File: src/rtl/ws_pkg.sv
// ws_pkg: timing constants, pixel type and FSM encoding shared by the LED transmitter and receiver.
package ws_pkg;
  localparam int T0H = 300;
  localparam int T0L = 800;
  localparam int T1H = 800;
  localparam int T1L = 300;
  localparam int RST = 15000;
  localparam int T_BIT_THRESH = (T0H + T1H) / 2;
  typedef logic [23:0] pixel_t;
  localparam pixel_t OFF = 24'h000000;
  localparam pixel_t WHITE = 24'hFFFFFF;
  typedef enum logic [1:0] {WAIT_RST, IDLE, HIGH, LOW} state_t;
endpackage

File: src/rtl/ws_din_sync.sv
// ws_din_sync: 2-flop synchronizer for the serial line plus rise/fall detection.
module ws_din_sync (
  input  logic clk,
  input  logic rst,
  input  logic din,
  output logic din_s,
  output logic rise,
  output logic fall
);
  logic [2:0] sh;
  always_ff @(posedge clk or negedge rst)
    if (!rst) sh <= '0;
    else sh <= {sh[1:0], din};
  assign din_s = sh[1];
  assign rise = sh[1] & ~sh[2];
  assign fall = ~sh[1] & sh[2];
endmodule

File: src/rtl/ws_rx_decoder.sv
// ws_rx_decoder: decodes the pulse-width LED line, captures the first 24-bit GRB pixel
// of each frame and forwards every later bit on dout, like a chained LED.
module ws_rx_decoder #(
  parameter int T_GLITCH = 50,
  parameter int T_BIT_THRESH = ws_pkg::T_BIT_THRESH,
  parameter int T_HIGH_MAX = 1500,
  parameter int T_RST = ws_pkg::RST,
  parameter int CNT_W = 16
) (
  input  logic        clk,
  input  logic        rst,
  input  logic        din,
  output logic [23:0] pixel_data,
  output logic        pixel_valid,
  output logic        frame_end,
  output logic        err,
  output logic        dout
);
  import ws_pkg::*;
  localparam logic [CNT_W-1:0] GL = CNT_W'(T_GLITCH);
  localparam logic [CNT_W-1:0] THR = CNT_W'(T_BIT_THRESH);
  localparam logic [CNT_W-1:0] HMAX = CNT_W'(T_HIGH_MAX);
  localparam logic [CNT_W-1:0] LRST = CNT_W'(T_RST);
  logic din_s, rise, fall;
  ws_din_sync u_sync (.clk(clk), .rst(rst), .din(din), .din_s(din_s), .rise(rise), .fall(fall));
  state_t state, state_d;
  logic [CNT_W-1:0] hcnt, lcnt;
  logic [4:0] bit_idx;
  logic latched;
  pixel_t shreg;
  logic fe, er, bit_ok, hclr, lclr, bit_v, last;
  assign bit_v = hcnt >= THR;
  assign last = bit_ok && !latched && bit_idx == 5'd23;
  always_ff @(posedge clk or negedge rst)
    if (!rst) state <= WAIT_RST;
    else state <= state_d;
  // A rise coinciding with the reset terminal count ends the frame and starts the next one.
  always_comb begin
    state_d = state;
    fe = 1'b0;
    er = 1'b0;
    bit_ok = 1'b0;
    hclr = 1'b0;
    lclr = 1'b0;
    case (state)
      WAIT_RST: if (lcnt >= LRST) begin
        fe = 1'b1;
        hclr = rise;
        state_d = rise ? HIGH : IDLE;
      end
      IDLE: if (rise) begin
        hclr = 1'b1;
        state_d = HIGH;
      end
      HIGH: if (hcnt >= HMAX || (fall && hcnt < GL)) begin
        er = 1'b1;
        lclr = 1'b1;
        state_d = WAIT_RST;
      end else if (fall) begin
        bit_ok = 1'b1;
        lclr = 1'b1;
        state_d = LOW;
      end
      LOW: if (lcnt >= LRST) begin
        fe = 1'b1;
        er = bit_idx != 5'd0 && !latched;
        hclr = rise;
        state_d = rise ? HIGH : IDLE;
      end else if (rise) begin
        hclr = 1'b1;
        state_d = HIGH;
      end
    endcase
  end
  always_ff @(posedge clk or negedge rst)
    if (!rst) begin
      hcnt <= '0;
      lcnt <= '0;
      bit_idx <= '0;
      latched <= 1'b0;
      shreg <= '0;
      pixel_data <= '0;
      pixel_valid <= 1'b0;
      frame_end <= 1'b0;
      err <= 1'b0;
      dout <= 1'b0;
    end else begin
      hcnt <= hclr ? '0 : state == HIGH ? hcnt + {{(CNT_W-1){1'b0}}, ~&hcnt} : hcnt;
      lcnt <= (lclr || (state == WAIT_RST && din_s)) ? '0 :
              (state == WAIT_RST || state == LOW) ? lcnt + {{(CNT_W-1){1'b0}}, ~&lcnt} : lcnt;
      frame_end <= fe;
      err <= er;
      pixel_valid <= last;
      dout <= latched ? din_s : 1'b0;
      if (last) pixel_data <= {shreg[22:0], bit_v};
      if (fe || er) begin
        bit_idx <= '0;
        latched <= 1'b0;
        shreg <= '0;
      end else if (bit_ok && !latched) begin
        shreg <= {shreg[22:0], bit_v};
        bit_idx <= last ? 5'd0 : bit_idx + 5'd1;
        latched <= last;
      end
    end
endmodule

File: config.mk
export PLATFORM = sky130hd
export DESIGN_NAME = ws_rx_decoder
export DESIGN_NICKNAME = d
export VERILOG_FILES = /design/src/rtl/ws_pkg.sv /design/src/rtl/ws_din_sync.sv /design/src/rtl/ws_rx_decoder.sv
export SDC_FILE = /design/constraint.sdc
export NUM_CORES = 1
export LEC_CHECK = 0
export BUFFER_PORTS_ARGS = -buffer_cell sky130_fd_sc_hd__buf_2
export CAP_MARGIN = 30
export CORE_MARGIN = 1
export CORE_UTILIZATION = 25
export DETAILED_ROUTE_END_ITERATION = 10
export PLACE_DENSITY = 0.45
export SLEW_MARGIN = 20
export SYNTH_ARGS = -nofsm -noshare
export SYNTH_HDL_FRONTEND = slang
export SYNTH_SLANG_ARGS = --single-unit
File: constraint.sdc
create_clock -name clk -period 3.3 [get_ports clk]
set_input_delay 0.66 -clock clk [delete_from_list [all_inputs] [get_ports clk]]
set_output_delay 0.66 -clock clk [all_outputs]
set_load 0.01 [all_outputs]
==> results by group <==
Die
  – I/O Pins: 31
  – Total core area: 0.0173 mm^2
  – Die Ht: 135 um
  – Rows: 48
  – Initial Util: 25.7%
  – Die Area: roughly 0.018 mm^2
  – Width of the chip: 135 um

Worst setup path
  – Setup crit start kind: flop
  – CP Class: reg -> reg
  – Top cell family by delay on the critical path: simple AND/OR/NAND/NOR gates
  – Worst path max stage delay: 0.54 ns
  – RR Endpoint: lcnt[12]
  – Reg2reg start: lcnt[4]
  – CP Depth: 11
  – Worst endpoint required time: approximately 3.5 ns
  – CP endpoint kind: flop
  – Crit-path cells: nand4_1 > or3_1 > or4_1 > ha_1 > ha_1 > nor2b_1 > nand3_1 > nor2_1 > nand2_1 > xor2_1 > nor2_1
  – Setup crit start: lcnt[4]
  – Crit Path Max Fanout: 6
  – Bufs and invs on worst path: 0
  – CP arrival: roughly 3.0 ns
  – Crit path capture: lcnt[12]
  – Setup slack, reg-to-reg: 0.47 ns
  – Critical path's slowest cell: or4_1
  – Reg2Reg Depth: 11

Outcome
  – Outcome: finished clean

Routing
  – Antenna Violating Nets Remaining: 0
  – Post-DR wirelength/cell: 13.3 um
  – WL met3: ~280 um
  – First-pass DRT Iterations: 4
  – Via count: 2943
  – DRC viols: 0
  – Total Routed Length: between 8 and 9 mm
  – Vias per Instance: 4.49
  – M1 wire length: 4.52 mm
  – DR iter-0 viols: about 160
  – Top layer reached by signal wires: met4
  – Met2 wire length: around 3.8 mm

Synthesis
  – Mapped Area: roughly 0.0044 mm^2
  – Synth cell types: between 50 and 60
  – Synth area leader: dfrtp_1
  – Cells after Synth: 395
  – Main area contributors after synthesis: dfrtp_1 53%, mux2i_1 6.1%, nor2_1 4.7%
  – Asr flop ratio synth: 100%
  – Post-synth top area share: between 50 and 60%
  – Post-synth EDFFs: 0
  – Yosys reg bits: 94
  – Most instantiated library cell after synthesis: dfrtp_1
  – Mapped Nets: about 400
  – Sequential area share after synthesis: between 50% and 60%
  – Synth Flop Type: dfrtp_1
  – Synth Area per Inst: between 10 and 15 um^2
  – Commonest cells in the synthesized netlist: 94 x dfrtp_1, 55 x nor2_1, 27 x mux2i_1, 21 x nand3_1, 18 x nand2_1
  – YS warnings: 0

Timing
  – Worst Tran Pin Value: 0.605 ns
  – Clk_skew: 0.00811 ns
  – Fmax: 353 MHz
  – Slew Limit Fails: 0
  – Final period utilization: 85.8%
  – Hold slack: 0.355 ns
  – RSZ-0062 raised after global routing: false
  – Final min period: about 2.8 ns
  – Final setup fails: 0
  – Final hold vios: 0
  – Setup tns final: 0 ns
  – Relative slew slack: 59.7%

Power and ir drop
  – Max rail drop VDD: 251 uV
  – P per Cell Area: 446 mW/mm^2
  – Leakage power: around 2.4 nW

Clocking
  – CTS tree: built
  – CTS Buffer Depth: 2
  – # Post-CTS Setup Buffers: 0
  – CTS clk-pin slew, worst paths: 0.07 ns
  – Clock network latency to the later pin of the worst-skew pair: 0.35 ns
  – CTS-repair resized insts: 0
  – Clock Tree Root: clkbuf_16
  – Cts bufs inserted: 9
  – H-tree depth: 3
  – CTS Sinks: 94
  – Cts hold-fix bufs: 0

Global routing
  – Largest net degree at the start of global routing: between 90 and 100
  – Gr usage total: 10.5%
  – Vias in the first global route: 2987
  – Global-route wire length before repair: 15.1 mm
  – Initial antenna violation count: 0
  – Remaining Overflow, GRT: 0

Placement
  – IO Port Bufs: 30
  – Final Wtd Congestion: 0.777
  – Post-DP Area: a little under 0.005 mm^2
  – Placed Cells: 640
  – DP HPWL: around 5.7 mm

Finish
  – Fillers: 1827
  – Antenna cells: 0
  – Post-layout util: 29.8%
  – Layout cells sized above 1: approximately 18%
  – Final instance area: 0.00515 mm^2
  – Nets: 440
  – Cell Count, Final, Fillers Out: 655
  – Area Overhead vs Synth: 16.1%

Flow run
  – Max_cap viols: 0

Worst hold path
  – Hold Path Class: in -> async
## stage by stage
step / power (W) / worst slack (ns)
6_report: 0.00230 / 0.470
3_3_place_gp: 0.00123 / 0.556
3_5_place_dp: 0.00123 / 0.504
2_1_floorplan: 0.00120 / 0.718
4_1_cts: 0.00234 / 0.475
5_1_grt: 0.00238 / 0.302
## how the worst min path moves through the flow
stage	endpoint	startpoint	depth (start not counted)
floorplan	u_sync.sh[1]	u_sync.sh[0]	0
global placement	u_sync.sh[1]	u_sync.sh[0]	0
detailed placement	u_sync.sh[1]	u_sync.sh[0]	0
CTS	u_sync.sh[1]	u_sync.sh[0]	0
global route	u_sync.sh[1]	u_sync.sh[0]	0
finish	pixel_data[4]	rst	2
## power by group
group | switching (W) | internal [W]
sequential | 0.00000480 | 0.00116
clock | 0.000429 | 0.000659
combinational | 0.0000346 | 0.0000114
total | 0.000469 | 0.00183
## flip-flops by register name (all words and copies together), names as in the netlist, 2 cells and up
name	flops
bit_idx	5
hcnt	16
lcnt	16
pixel_data	24
shreg	23
state	2
u_sync.sh	3
## logic make-up (layout without fill, tap and decap cells)
kind of cell             Yosys count  after routing  share of synthesized area, %
AO/OA/AOI/OAI                     45             45                          6.82
buffers and inverters             26             61                          3.07
XOR/XNOR                          19             19                          3.75
multiplexers                      52             52                          13.3
AND/OR/NAND/NOR                  148            148                          16.9
flip-flops                        94             94                          53.0
adder cells (fa/ha/maj)           11             11                          3.10
## cells in the final DEF, fill, tap and decap left out, types with 8 or more instances in the layout
| cell type | instances |
|---|---|
| nand3_1 | 21 |
| xnor2_1 | 10 |
| xor2_1 | 9 |
| o21ai_0 | 10 |
| inv_1 | 10 |
| ha_1 | 11 |
| nor2_1 | 55 |
| mux2_2 | 8 |
| a21oi_1 | 11 |
| mux2_4 | 10 |
| buf_2 | 29 |
| clkbuf_16 | 9 |
| nand4_1 | 12 |
| mux2i_1 | 27 |
| dfrtp_1 | 94 |
| nand2_1 | 18 |
## area by class of cell
type                       instances  area (um^2)  share of cell area [%]
clock inverter                     4         72.6                    1.41
timing repair buffer              36          223                    4.32
tap                              225          282                    5.46
sequential                        94         2350                    45.7
clock buffer                      11          233                    4.52
inverter                          10         37.5                   0.729
multi-input combinational        275         1950                    37.9
## per-layer routing
metal | up-vias | global-route usage (%)
li1 | 1455 | -
met1 | 1429 | 15.1
met2 | 48 | 14.8
met3 | 11 | 2.47
met4 | 0 | 4.99
met5 | - | 0
Note: power is estimated with default switching activity, not from simulation.
